--- src/rtl/fifo_uart_tx_pkg.sv ---
// Shared definitions for the FIFO-fed UART transmitter: default frame
// geometry and the FSM state encoding.
package fifo_uart_tx_pkg;

    localparam int DEFAULT_D_WIDTH      = 8;
    localparam int DEFAULT_CLKS_PER_BIT = 16;

    typedef enum logic [2:0] {
        ST_IDLE  = 3'd0,
        ST_POP   = 3'd1,
        ST_LOAD  = 3'd2,
        ST_START = 3'd3,
        ST_DATA  = 3'd4,
        ST_STOP  = 3'd5
    } state_t;

endpackage

--- src/rtl/fifo_uart_tx_baud_gen.sv ---
// Bit-period timer: counts 0..CLKS_PER_BIT-1 while the transmitter is in a
// timed state and flags the last cycle of each serial bit.
module baud_gen #(
    parameter int CLKS_PER_BIT = 16
) (
    input  logic clk_i,
    input  logic rst_i,
    input  logic run_i,
    input  logic clr_i,
    output logic bit_tick_o
);

    localparam int CNT_W = (CLKS_PER_BIT > 1) ? $clog2(CLKS_PER_BIT) : 1;
    localparam logic [CNT_W-1:0] LAST_CNT = CNT_W'(CLKS_PER_BIT - 1);

    logic [CNT_W-1:0] cnt_q, cnt_d;

    // Next count: held at zero when idle or on a state change, wraps at the bit end.
    always_comb begin
        cnt_d = cnt_q;
        if (clr_i || !run_i) begin
            cnt_d = '0;
        end else if (cnt_q == LAST_CNT) begin
            cnt_d = '0;
        end else begin
            cnt_d = cnt_q + 1'b1;
        end
    end

    // Counter register.
    always_ff @(posedge clk_i) begin
        if (rst_i) begin
            cnt_q <= '0;
        end else begin
            cnt_q <= cnt_d;
        end
    end

    assign bit_tick_o = run_i && (cnt_q == LAST_CNT);

endmodule

--- src/rtl/fifo_uart_tx.sv ---
// UART transmitter that pops words from an upstream FIFO with registered
// read data and sends each as start bit, d_width data bits LSB first, stop bit.
module fifo_uart_tx
    import fifo_uart_tx_pkg::*;
#(
    parameter int d_width      = DEFAULT_D_WIDTH,
    parameter int CLKS_PER_BIT = DEFAULT_CLKS_PER_BIT
) (
    input  logic               rd_clk,
    input  logic               rd_rst,
    input  logic               tx_en,
    input  logic               fifo_empty,
    input  logic [d_width-1:0] fifo_data,
    output logic               rd_en,
    output logic               tx,
    output logic               busy,
    output logic               frame_done
);

    localparam int BIT_W = (d_width > 1) ? $clog2(d_width) : 1;
    localparam logic [BIT_W-1:0] LAST_BIT = BIT_W'(d_width - 1);

    state_t             state_q, state_d;
    logic [d_width-1:0] shift_q, shift_d;
    logic [BIT_W-1:0]   bit_cnt_q, bit_cnt_d;
    logic               tx_q, tx_d;
    logic               bit_tick;
    logic               baud_run;
    logic               baud_clr;

    // The bit timer only runs on the serial states and restarts whenever the state moves.
    assign baud_run = (state_q == ST_START) || (state_q == ST_DATA) || (state_q == ST_STOP);
    assign baud_clr = (state_d != state_q);

    baud_gen #(
        .CLKS_PER_BIT(CLKS_PER_BIT)
    ) u_baud_gen (
        .clk_i     (rd_clk),
        .rst_i     (rd_rst),
        .run_i     (baud_run),
        .clr_i     (baud_clr),
        .bit_tick_o(bit_tick)
    );

    // Next-state, datapath and registered-line value; tx_d follows the state being entered.
    always_comb begin
        state_d   = state_q;
        shift_d   = shift_q;
        bit_cnt_d = bit_cnt_q;
        tx_d      = 1'b1;
        case (state_q)
            ST_IDLE: begin
                if (tx_en && !fifo_empty) begin
                    state_d = ST_POP;
                end
            end
            ST_POP: begin
                state_d = ST_LOAD;
            end
            ST_LOAD: begin
                shift_d = fifo_data;
                state_d = ST_START;
            end
            ST_START: begin
                if (bit_tick) begin
                    bit_cnt_d = '0;
                    state_d   = ST_DATA;
                end
            end
            ST_DATA: begin
                if (bit_tick) begin
                    shift_d = shift_q >> 1;
                    if (bit_cnt_q == LAST_BIT) begin
                        state_d = ST_STOP;
                    end else begin
                        bit_cnt_d = bit_cnt_q + 1'b1;
                    end
                end
            end
            ST_STOP: begin
                if (bit_tick) begin
                    state_d = ST_IDLE;
                end
            end
            default: begin
                state_d = ST_IDLE;
            end
        endcase
        case (state_d)
            ST_START: tx_d = 1'b0;
            ST_DATA:  tx_d = shift_d[0];
            default:  tx_d = 1'b1;
        endcase
    end

    // State and datapath registers; reset drops any frame in flight and idles the line.
    always_ff @(posedge rd_clk) begin
        if (rd_rst) begin
            state_q   <= ST_IDLE;
            shift_q   <= '0;
            bit_cnt_q <= '0;
            tx_q      <= 1'b1;
        end else begin
            state_q   <= state_d;
            shift_q   <= shift_d;
            bit_cnt_q <= bit_cnt_d;
            tx_q      <= tx_d;
        end
    end

    assign tx         = tx_q;
    assign rd_en      = (state_q == ST_POP);
    assign busy       = (state_q != ST_IDLE);
    assign frame_done = (state_q == ST_STOP) && bit_tick;

endmodule

--- config.mk ---
export PLATFORM = sky130hd
export DESIGN_NAME = fifo_uart_tx
export DESIGN_NICKNAME = d
export VERILOG_FILES = /design/src/rtl/fifo_uart_tx_pkg.sv /design/src/rtl/fifo_uart_tx_baud_gen.sv /design/src/rtl/fifo_uart_tx.sv
export SDC_FILE = /design/constraint.sdc
export NUM_CORES = 1
export LEC_CHECK = 0
export CAP_MARGIN = 40
export CORE_MARGIN = 4
export CORE_UTILIZATION = 25
export DETAILED_ROUTE_END_ITERATION = 8
export SYNTH_ARGS = -nofsm -noshare
export SYNTH_HDL_FRONTEND = slang
export SYNTH_HIERARCHICAL = 1
export SYNTH_SLANG_ARGS = --single-unit
--- constraint.sdc ---
create_clock -name rd_clk -period 2.08 [get_ports rd_clk]
set_input_delay 0.416 -clock rd_clk [delete_from_list [all_inputs] [get_ports rd_clk]]
set_output_delay 0.416 -clock rd_clk [all_outputs]
set_load 0.01 [all_outputs]
# Yosys cells after proc, flatten, opt, wreduce, memory -nomap -nowiden
# Index checks and enable logic that the tools add are counted.
# W data, S select, Z words.
[totals]
mem_bits_rw = 0
latchBits = 0
out_inout_bits = 4
mem_count = 0
word_cells = 49
ff_bits = 19
in_bits = 12
mem_bits_ro = 0
[op_classes]
magnitude_cmp = 0
n_eq_ne = 13
n_reduce_logical = 15
bitwise_logic = 0
div = 0
shift = 0
n_mul = 0
n_mux = 13
n_addsub = 2
[op_table]
columns = ["op", "n"]
rows = [
  ["$mux W3", 8],
  ["$pmux W3 S6", 1],
  ["$pmux W8 S2", 1],
  ["$eq A3 B3 Y1 const B", 4],
  ["$eq A3 B2 Y1 const B", 3],
  ["$mux W8", 1],
  ["$ne A2 B2 Y1 const B", 3],
  ["$pmux W3 S2", 1],
  ["$add A4 B1 Y4 const B", 1],
  ["$eq A4 B4 Y1 const B", 1],
  ["$reduce_and A4 Y1", 1],
  ["$reduce_bool A2 Y1", 2],
  ["$add A3 B1 Y3 const B", 1],
  ["$eq A3 B1 Y1 const B", 1],
  ["$logic_and A1 B1 Y1", 3],
  ["$logic_not A3 Y1", 1],
  ["$logic_or A1 B1 Y1", 3],
  ["$ne A3 B3 Y1", 1],
  ["$reduce_bool A3 Y1", 1],
  ["$reduce_or A3 Y1", 1],
  ["$logic_not A1 Y1", 2],
  ["$pmux W1 S2", 1],
  ["$reduce_and A2 Y1", 1],
]

# Longest topological paths before layout
# Gate-level depths: netlist of the first run.
[depth]
depth_word = 9
mapped_depth = 12
mapped_depth_nobuf = 10

# Hierarchy
# The synthesis of the first run kept the hierarchy.
[by_module_without_submodules]
columns = ["mod", "seq_area_each_um2", "cells_each", "area_per_inst_um2", "n_inst"]
rows = [
  ["fifo_uart_tx", 300.3, 94, 849.6, 1],
  ["baud_gen", 80.1, 16, 160.2, 1],
]

# Least setup slack after synthesis of the first run
# No wires, ideal clock.
[synth_timing]
kind = "register to register"
start = "register state_q[1]"
end = "register u_baud_gen.cnt_q[3]"
arrival_ns = 2.080
synth_period_minus_slack_ns = 2.144
n_path_buf = 2
required_ns = 2.016
path_stages_with_launch = 13
setup_time_ns = 0.064
path_slack_ns = -0.064
cell_sequence = "dfxtp_1 nor2b_1 clkbuf_1 nand2_1 nand2_1 and4_1 buf_4 o21ai_0 a21oi_1 o22a_1 or3b_1 a31o_1 nor2_1"
[synth_via]
elab_chain_cells = 9
word_cells_on_any_way = 19
cone_classes = "eq/ne: 6; mux: 6; reduce/logical: 7"
[synth_lines]
columns = ["item", "line_no", "rtl"]
rows = [
  ["from (decl)", "fifo_uart_tx.sv:23", "state_t state_q, state_d;"],
  ["from (signal assigned)", "fifo_uart_tx.sv:104", "state_q <= state_d;"],
  ["$eq A3 B2 Y1 or $eq A3 B3 Y1 (tied branches)", "fifo_uart_tx.sv:32", "assign baud_run = (state_q == ST_START) || (state_q == ST_DATA) || (state_q == ST_STOP);"],
  ["$logic_or A1 B1 Y1", "fifo_uart_tx.sv:32", ""],
  ["$logic_or A1 B1 Y1 *", "fifo_uart_tx.sv:32", ""],
  ["named net baud_run", "fifo_uart_tx.sv:28", "logic baud_run;"],
  ["$logic_and A1 B1 Y1 *", "fifo_uart_tx_baud_gen.sv:39", "assign bit_tick_o = run_i && (cnt_q == LAST_CNT);"],
  ["named net bit_tick", "fifo_uart_tx.sv:27", "logic bit_tick;"],
  ["$mux W3 (on tied branches)", "fifo_uart_tx.sv:81, fifo_uart_tx.sv:65, fifo_uart_tx.sv:71", ""],
  ["$pmux W3 S6 *", "fifo_uart_tx.sv:51", "case (state_q)"],
  ["$ne A3 B3 Y1 *", "fifo_uart_tx.sv:33", "assign baud_clr = (state_d != state_q);"],
  ["named net baud_clr", "fifo_uart_tx.sv:29", "logic baud_clr;"],
  ["$logic_or A1 B1 Y1 *", "fifo_uart_tx_baud_gen.sv:21", "if (clr_i || !run_i) begin"],
  ["$reduce_or A3 Y1 (no line) *", "--", ""],
  ["to (signal assigned)", "fifo_uart_tx_baud_gen.sv:35", "cnt_q <= cnt_d;"],
  ["to (decl)", "fifo_uart_tx_baud_gen.sv:16", "logic [CNT_W-1:0] cnt_q, cnt_d;"],
]
# Mark *: on every way through the listed nets, which the timed path passes. The rest lies on a longest branch.
# A chain may end at the register's enable or synchronous reset.

# Final worst setup path of the first run
[layout_timing]
start = "register state_q[0]"
end = "output rd_en"
[layout_via]
elab_chain_cells = 1
[layout_lines]
columns = ["item", "line_no", "rtl"]
rows = [
  ["$eq A3 B1 Y1", "fifo_uart_tx.sv:112", "assign rd_en = (state_q == ST_POP);"],
  ["to (decl)", "fifo_uart_tx.sv:14", "output logic rd_en,"],
]
# Every way passes these cells.

==> impl_metrics.json, run 1 <==
{
  "place_congestion": 0.786,
  "cap_violations": 0,
  "grt_pass1_wl_mm": 3.95,
  "cts_hold_buffers": 0,
  "pwr-share-seq_pct": 49.9,
  "r2r-start": "state_q[1]",
  "design_area_um2": 1330,
  "ant_nets": 0,
  "antenna_cells": 0,
  "synth_area_per_cell_um2": 9.18,
  "via_per_inst": 4.77,
  "syn_nets": 125,
  "cts_buffer_depth": 2,
  "fin_hold_ws_ps": 442,
  "syn-cell-area_um2": 1010,
  "hold_violations": 0,
  "synthToLayoutAreaGrowth_pct": 31.8,
  "cts_buffers": 3,
  "grt_pass1_vias": 911,
  "io_buffers": 15,
  "critical_path.max_fanout": 12,
  "hold_depth": 1,
  "relSlewSlack_pct": 77.6,
  "worst_setup_path_end_kind": "output pin",
  "power_leakage_nw": 0.541,
  "worstSetupStartpointType": "flop",
  "fmax_ghz": 0.506,
  "core-area_um2": 3770,
  "worst_pin_slew_ps": 334,
  "worst-endpoint-required_ps": 1660,
  "min_to": "u_baud_gen/cnt_q[0]",
  "min_from": "u_baud_gen/cnt_q[0]",
  "ys_types": 37,
  "period_share_pct": 95.0,
  "drt_wl_total_mm": 2.34,
  "cts_tree": "done",
  "ir_drop_mv": 0.448,
  "critical_path_class": "reg2out",
  "drc": 0,
  "r2r_cells": 11,
  "synth-main-ff-cell": "dfxtp_1",
  "placed_area_um2": 1250,
  "antenna_found_initial": 0,
  "hold_class": "reg2reg",
  "grt_overflow_total": 0,
  "h-tree-depth": 1,
  "power_frac_clock_pct": 33.8,
  "power_frac_comb_pct": 16.2,
  "ys_ff_latch": 19,
  "dieWidth_um": 71.6,
  "intPower_mw": 0.581,
  "grt_max_degree": 16,
  "power.density_nw_per_um2": 576,
  "synth_edf_count": 0,
  "nNetsFinal": 150,
  "finalClockSkew_ps": 6.60,
  "rows": 22,
  "arrival_ps": 1560,
  "drt-pass1-iter-count": 4,
  "die-area_um2": 5120,
  "drtIter0Drc": 32,
  "ys_async_sr_fraction_pct": 0,
  "io_pins": 16,
  "finalSetupViolations": 0,
  "cts.clk_slew.worst_paths_ps": 80,
  "die_h_um": 71.6,
  "status": "completed",
  "cts_sinks": 19,
  "p_sw_mw": 0.186,
  "dp_hpwl_mm": 1.66,
  "finalPower_mw": 0.767,
  "grt_use_total_pct": 9.55,
  "clk_latency_ps": 250,
  "postSynthCellCount": 110,
  "worstReg2RegEnd": "u_baud_gen/cnt_q[0]",
  "final_max_slew_viol_count": 0,
  "clock-root-buffer": "clkbuf_8",
  "ys_seq_area_share_pct": 37.7,
  "start_util_pct": 26.8,
  "wl_per_cell_um": 12.8,
  "vias": 868,
  "ff2ff_setup_slack_ps": 130,
  "fin_crit_ps": 1980,
  "swShare_pct": 24.3,
  "final_layout_size_suffix_gt1_share_pct": 22.4,
  "yosys_warnings": 6
}
worst max-delay path: stages (launching register included):
cell and delay, ps:
dfxtp_1 350, buf_4 210, inv_2 50, nor3_1 120, clkdlybuf4s50_1 570
stage by stage:
step                      cells  worst slack (ps)  utilization (%)  setup TNS (ps)
final                       182               104             35.3               0
after global routing        182             -25.6             35.3           -46.5
after CTS                   180              27.8             34.6               0
after global placement      176              26.1             33.2               0
after detailed placement    176              5.32             33.2               0
after floorplan             110              1.63                -               0
flip-flops by register name, indices dropped and copies added, names as in the netlist:
signal,cells
shift_q,8
u_baud_gen/cnt_q,4
tx,1
state_q,3
bit_cnt_q,3
worst max path at each step:
stage / endpoint / start / slack (ps) / cells after the start
3_5_place_dp: u_baud_gen/cnt_q[1] / tx_en / 5 / 8
3_3_place_gp: frame_done / state_q[1] / 30 / 7
5_1_grt: frame_done / state_q[1] / -30 / 7
6_report: rd_en / state_q[0] / 100 / 4
4_1_cts: u_baud_gen/cnt_q[1] / state_q[1] / 30 / 11
2_1_floorplan: u_baud_gen/cnt_q[3] / state_q[1] / 2 / 12
routing by layer:
metal,up-vias,global-route usage (%),share of wire [%]
met1,414,11.6,47
met3,2,3.79,5.0
li1,441,-,-
met5,-,0,0
met2,11,15.4,48
met4,0,3.13,0.73
synth_stat cells (2+ instances only):
master,count,area (um^2)
dfxtp_1,19,380
nand2_1,7,26.3
and3b_1,2,17.5
inv_1,2,7.51
nor2_1,18,67.6
o22a_1,2,17.5
mux2i_1,6,60.1
a21oi_1,2,10.0
nor2b_1,3,18.8
nor3_1,3,15.0
o21ai_2,2,17.5
ha_1,3,37.5
clkbuf_1,3,11.3
a22o_1,6,52.6
buf_6,2,22.5
a22oi_1,7,52.6
and3_1,3,18.8
power groups by stage:
| stage | registers [mW] | logic (mW) | clock network [mW] |
|---|---|---|---|
| 3_3_place_gp | 0.390 | 0.121 | 0 |
| 3_5_place_dp | 0.391 | 0.122 | 0 |
| 6_report | 0.383 | 0.125 | 0.259 |
| 2_1_floorplan | 0.390 | 0.0722 | 0 |
| 4_1_cts | 0.383 | 0.125 | 0.271 |
| 5_1_grt | 0.385 | 0.137 | 0.287 |
what timing repair did:
action / in CTS / in global routing
resized for setup: 5 / 6
buffers inserted: 0 / 1
pin swaps: 0 / 4
endpoints found under the setup margin: 4 / 4
hold endpoints to repair: 0 / 0
gates cloned: 0 / 1
logic make-up after synthesis:
logic type,count (synthesis),share of synthesized area (%)
xor+xnor,2,1.74
compound gates,24,19.6
simple gates,44,23.0
buf+inv,10,5.70
fa+ha+maj,3,3.72
mux,8,8.55
flops,19,37.7
placed cells by master, fill, tap and decap left out, drive strengths merged, types with 2 or more instances in the layout:
cell	count
buf	12
dfxtp	19
nand2	7
clkbuf	4
nor2	18
and3b	2
o21ai	3
clkdlybuf4s50	14
nor3	3
mux2i	6
nor2b	3
a21oi	2
and3	3
a22oi	7
o22a	2
a22o	6
inv	3
ha	3
mux2	2
cell type report:
cell class	count	area, um^2
Inverter	3	11.3
Tap cell	48	60.1
Sequential cell	19	383
Timing Repair Buffer	27	240
Clock buffer	4	45.0
Multi-Input combinational cell	81	592
Fill cell	388	2440
Power figures use the tool's default switching activity.
==> run 2: changes to the inputs <==
--- a/config.mk
+++ b/config.mk
@@ -9,6 +9,7 @@
 export CORE_MARGIN = 4
 export CORE_UTILIZATION = 25
 export DETAILED_ROUTE_END_ITERATION = 8
+export GPL_TIMING_DRIVEN = 0
 export SYNTH_ARGS = -nofsm -noshare
 export SYNTH_HDL_FRONTEND = slang
 export SYNTH_HIERARCHICAL = 1
==> run 2 against run 1 <==
Effect of this change: sequential power hardly changed; clock power hardly changed; via count is 0.35% higher; global-route usage is 0.45 points higher; cell count is 1.1% lower; non-clock buffer count is 3 lower; setup slack worse by 31 ps; die area stayed put; total power is 1.0% higher; routed wire length is 4.0% higher.
==> impl_metrics.json, run 2 (synthesis gave the netlist of run 1 again) <==
{
  "cts_tree": "done",
  "ant_nets": 0,
  "cts.clk_slew.worst_paths_ps": 70,
  "core-area_um2": 3770,
  "io_pins": 16,
  "drc": 0,
  "power.density_nw_per_um2": 581,
  "power_leakage_nw": 0.550,
  "rsz0062_at_grt": "no",
  "worst_setup_path_end_kind": "output pin",
  "dieWidth_um": 71.6,
  "arrival_ps": 1590,
  "hold_class": "reg2reg",
  "placed_area_um2": 1230,
  "critical_path_class": "reg2out",
  "layout_common_cells": "nor2_1, dfxtp_1, clkdlybuf4s50_1, a22oi_1",
  "grt_max_degree": 11,
  "ir_drop_mv": 0.297,
  "vias": 871,
  "grt_pass1_wl_mm": 4.17,
  "wl_per_cell_um": 13.5,
  "cts_buffers": 3,
  "fin_hold_ws_ps": 461,
  "grt_overflow_total": 0,
  "final_common_cell": "nor2_1",
  "hold_violations": 0,
  "worst_pin_slew_ps": 455,
  "cts_buffer_depth": 2,
  "dp_hpwl_mm": 1.78,
  "largest_reg_flops": 8,
  "crit_start": "state_q[1]",
  "worstSetupStartpointType": "flop",
  "nNetsFinal": 148,
  "intPower_mw": 0.584,
  "final_layout_size_suffix_gt1_share_pct": 21.2,
  "regMostFlops": "shift_q",
  "via_per_inst": 4.84,
  "place_congestion": 0.782,
  "antenna_found_initial": 0,
  "clock-root-buffer": "clkbuf_8",
  "min_from": "u_baud_gen/cnt_q[0]",
  "power_frac_clock_pct": 33.5,
  "design_area_um2": 1340,
  "finish.utilization_pct": 35.4,
  "finalClockSkew_ps": 5.10,
  "drtIter0Drc": 26,
  "die-area_um2": 5120,
  "fin_crit_ps": 2010,
  "swShare_pct": 24.6,
  "finalPower_mw": 0.775,
  "cap_violations": 0,
  "pwr-share-seq_pct": 49.5,
  "synthToLayoutAreaGrowth_pct": 32.2,
  "finalSetupViolations": 0,
  "worst-endpoint-required_ps": 1660,
  "p_sw_mw": 0.191,
  "final_max_slew_viol_count": 0,
  "fmax_ghz": 0.498,
  "rows": 22,
  "drt_wl_total_mm": 2.43,
  "cts_hold_buffers": 0,
  "r2r-start": "state_q[1]",
  "critical_path.max_fanout": 4,
  "power_frac_comb_pct": 17.0,
  "start_util_pct": 26.8,
  "fillCellCount": 375,
  "io_buffers": 15,
  "clk_latency_ps": 260,
  "period_share_pct": 96.5,
  "cts_sinks": 19,
  "grt_use_total_pct": 10.0,
  "seq_area_um2": 389,
  "drt-pass1-iter-count": 4,
  "multi_input_area_um2": 611,
  "die_h_um": 71.6,
  "grt_pass1_vias": 910,
  "antenna_cells": 0,
  "h-tree-depth": 1,
  "relSlewSlack_pct": 69.6,
  "reg.largest.list": "shift_q: 8 flops, u_baud_gen/cnt_q: 4 flops",
  "status": "completed"
}
## run 2: final cells by class
type	count	area share, %
buffer	4	2.53
clock buffer	4	3.37
sequential	19	29.1
timing repair buffer	20	13.9
tap	48	4.50
inverter	3	0.843
multi-input combinational	82	45.7
## run 2: worst paths after layout
| check | to | slack [ps] | cells after the start |
|---|---|---|---|
| worst max-delay path | busy | 70 | 5 |
| worst min-delay path | u_baud_gen/cnt_q[0] | 460 | 1 |
| worst max register to register | u_baud_gen/cnt_q[3] | 110 | 10 |
| worst min register to register | u_baud_gen/cnt_q[0] | 460 | 1 |
## run 2: repair_timing
action | CTS | global route
cloned | 0 | 1
endpoints found under the setup margin | 13 | 14
resized for setup | 14 | 6
endpoints found under the hold margin | 0 | 0
setup buffers | 4 | 1
pin swaps | 2 | 1
## run 2: metrics by stage
| stage | setup TNS (ps) | std cells | setup slack [ps] |
|---|---|---|---|
| 3_3_place_gp | -1420 | 173 | -253 |
| 6_report | 0 | 180 | 72.4 |
| 3_5_place_dp | -1600 | 173 | -234 |
| 5_1_grt | 0 | 180 | 3.34 |
| 2_1_floorplan | 0 | 110 | 1.63 |
| 4_1_cts | 0 | 179 | 13.5 |
## run 2: power groups by stage
stage	logic [mW]	registers, mW	clock network, mW
finish	0.132	0.383	0.260
CTS	0.130	0.385	0.270
global route	0.145	0.384	0.286
floorplan	0.0722	0.390	0
detailed placement	0.119	0.393	0
global placement	0.116	0.392	0
## run 2: critical path: stages, from the launching register on
cell	delay (ps)
dfxtp_4	360
buf_6	120
buf_4	140
nor2_4	160
nand2_1	70
clkdlybuf4s50_1	480
## run 2: routing by layer
metal,routed length (um),GRT usage [%]
met3,72,2.66
met1,1200,13.2
met2,1130,15.3
met5,0,0
met4,21,4.18
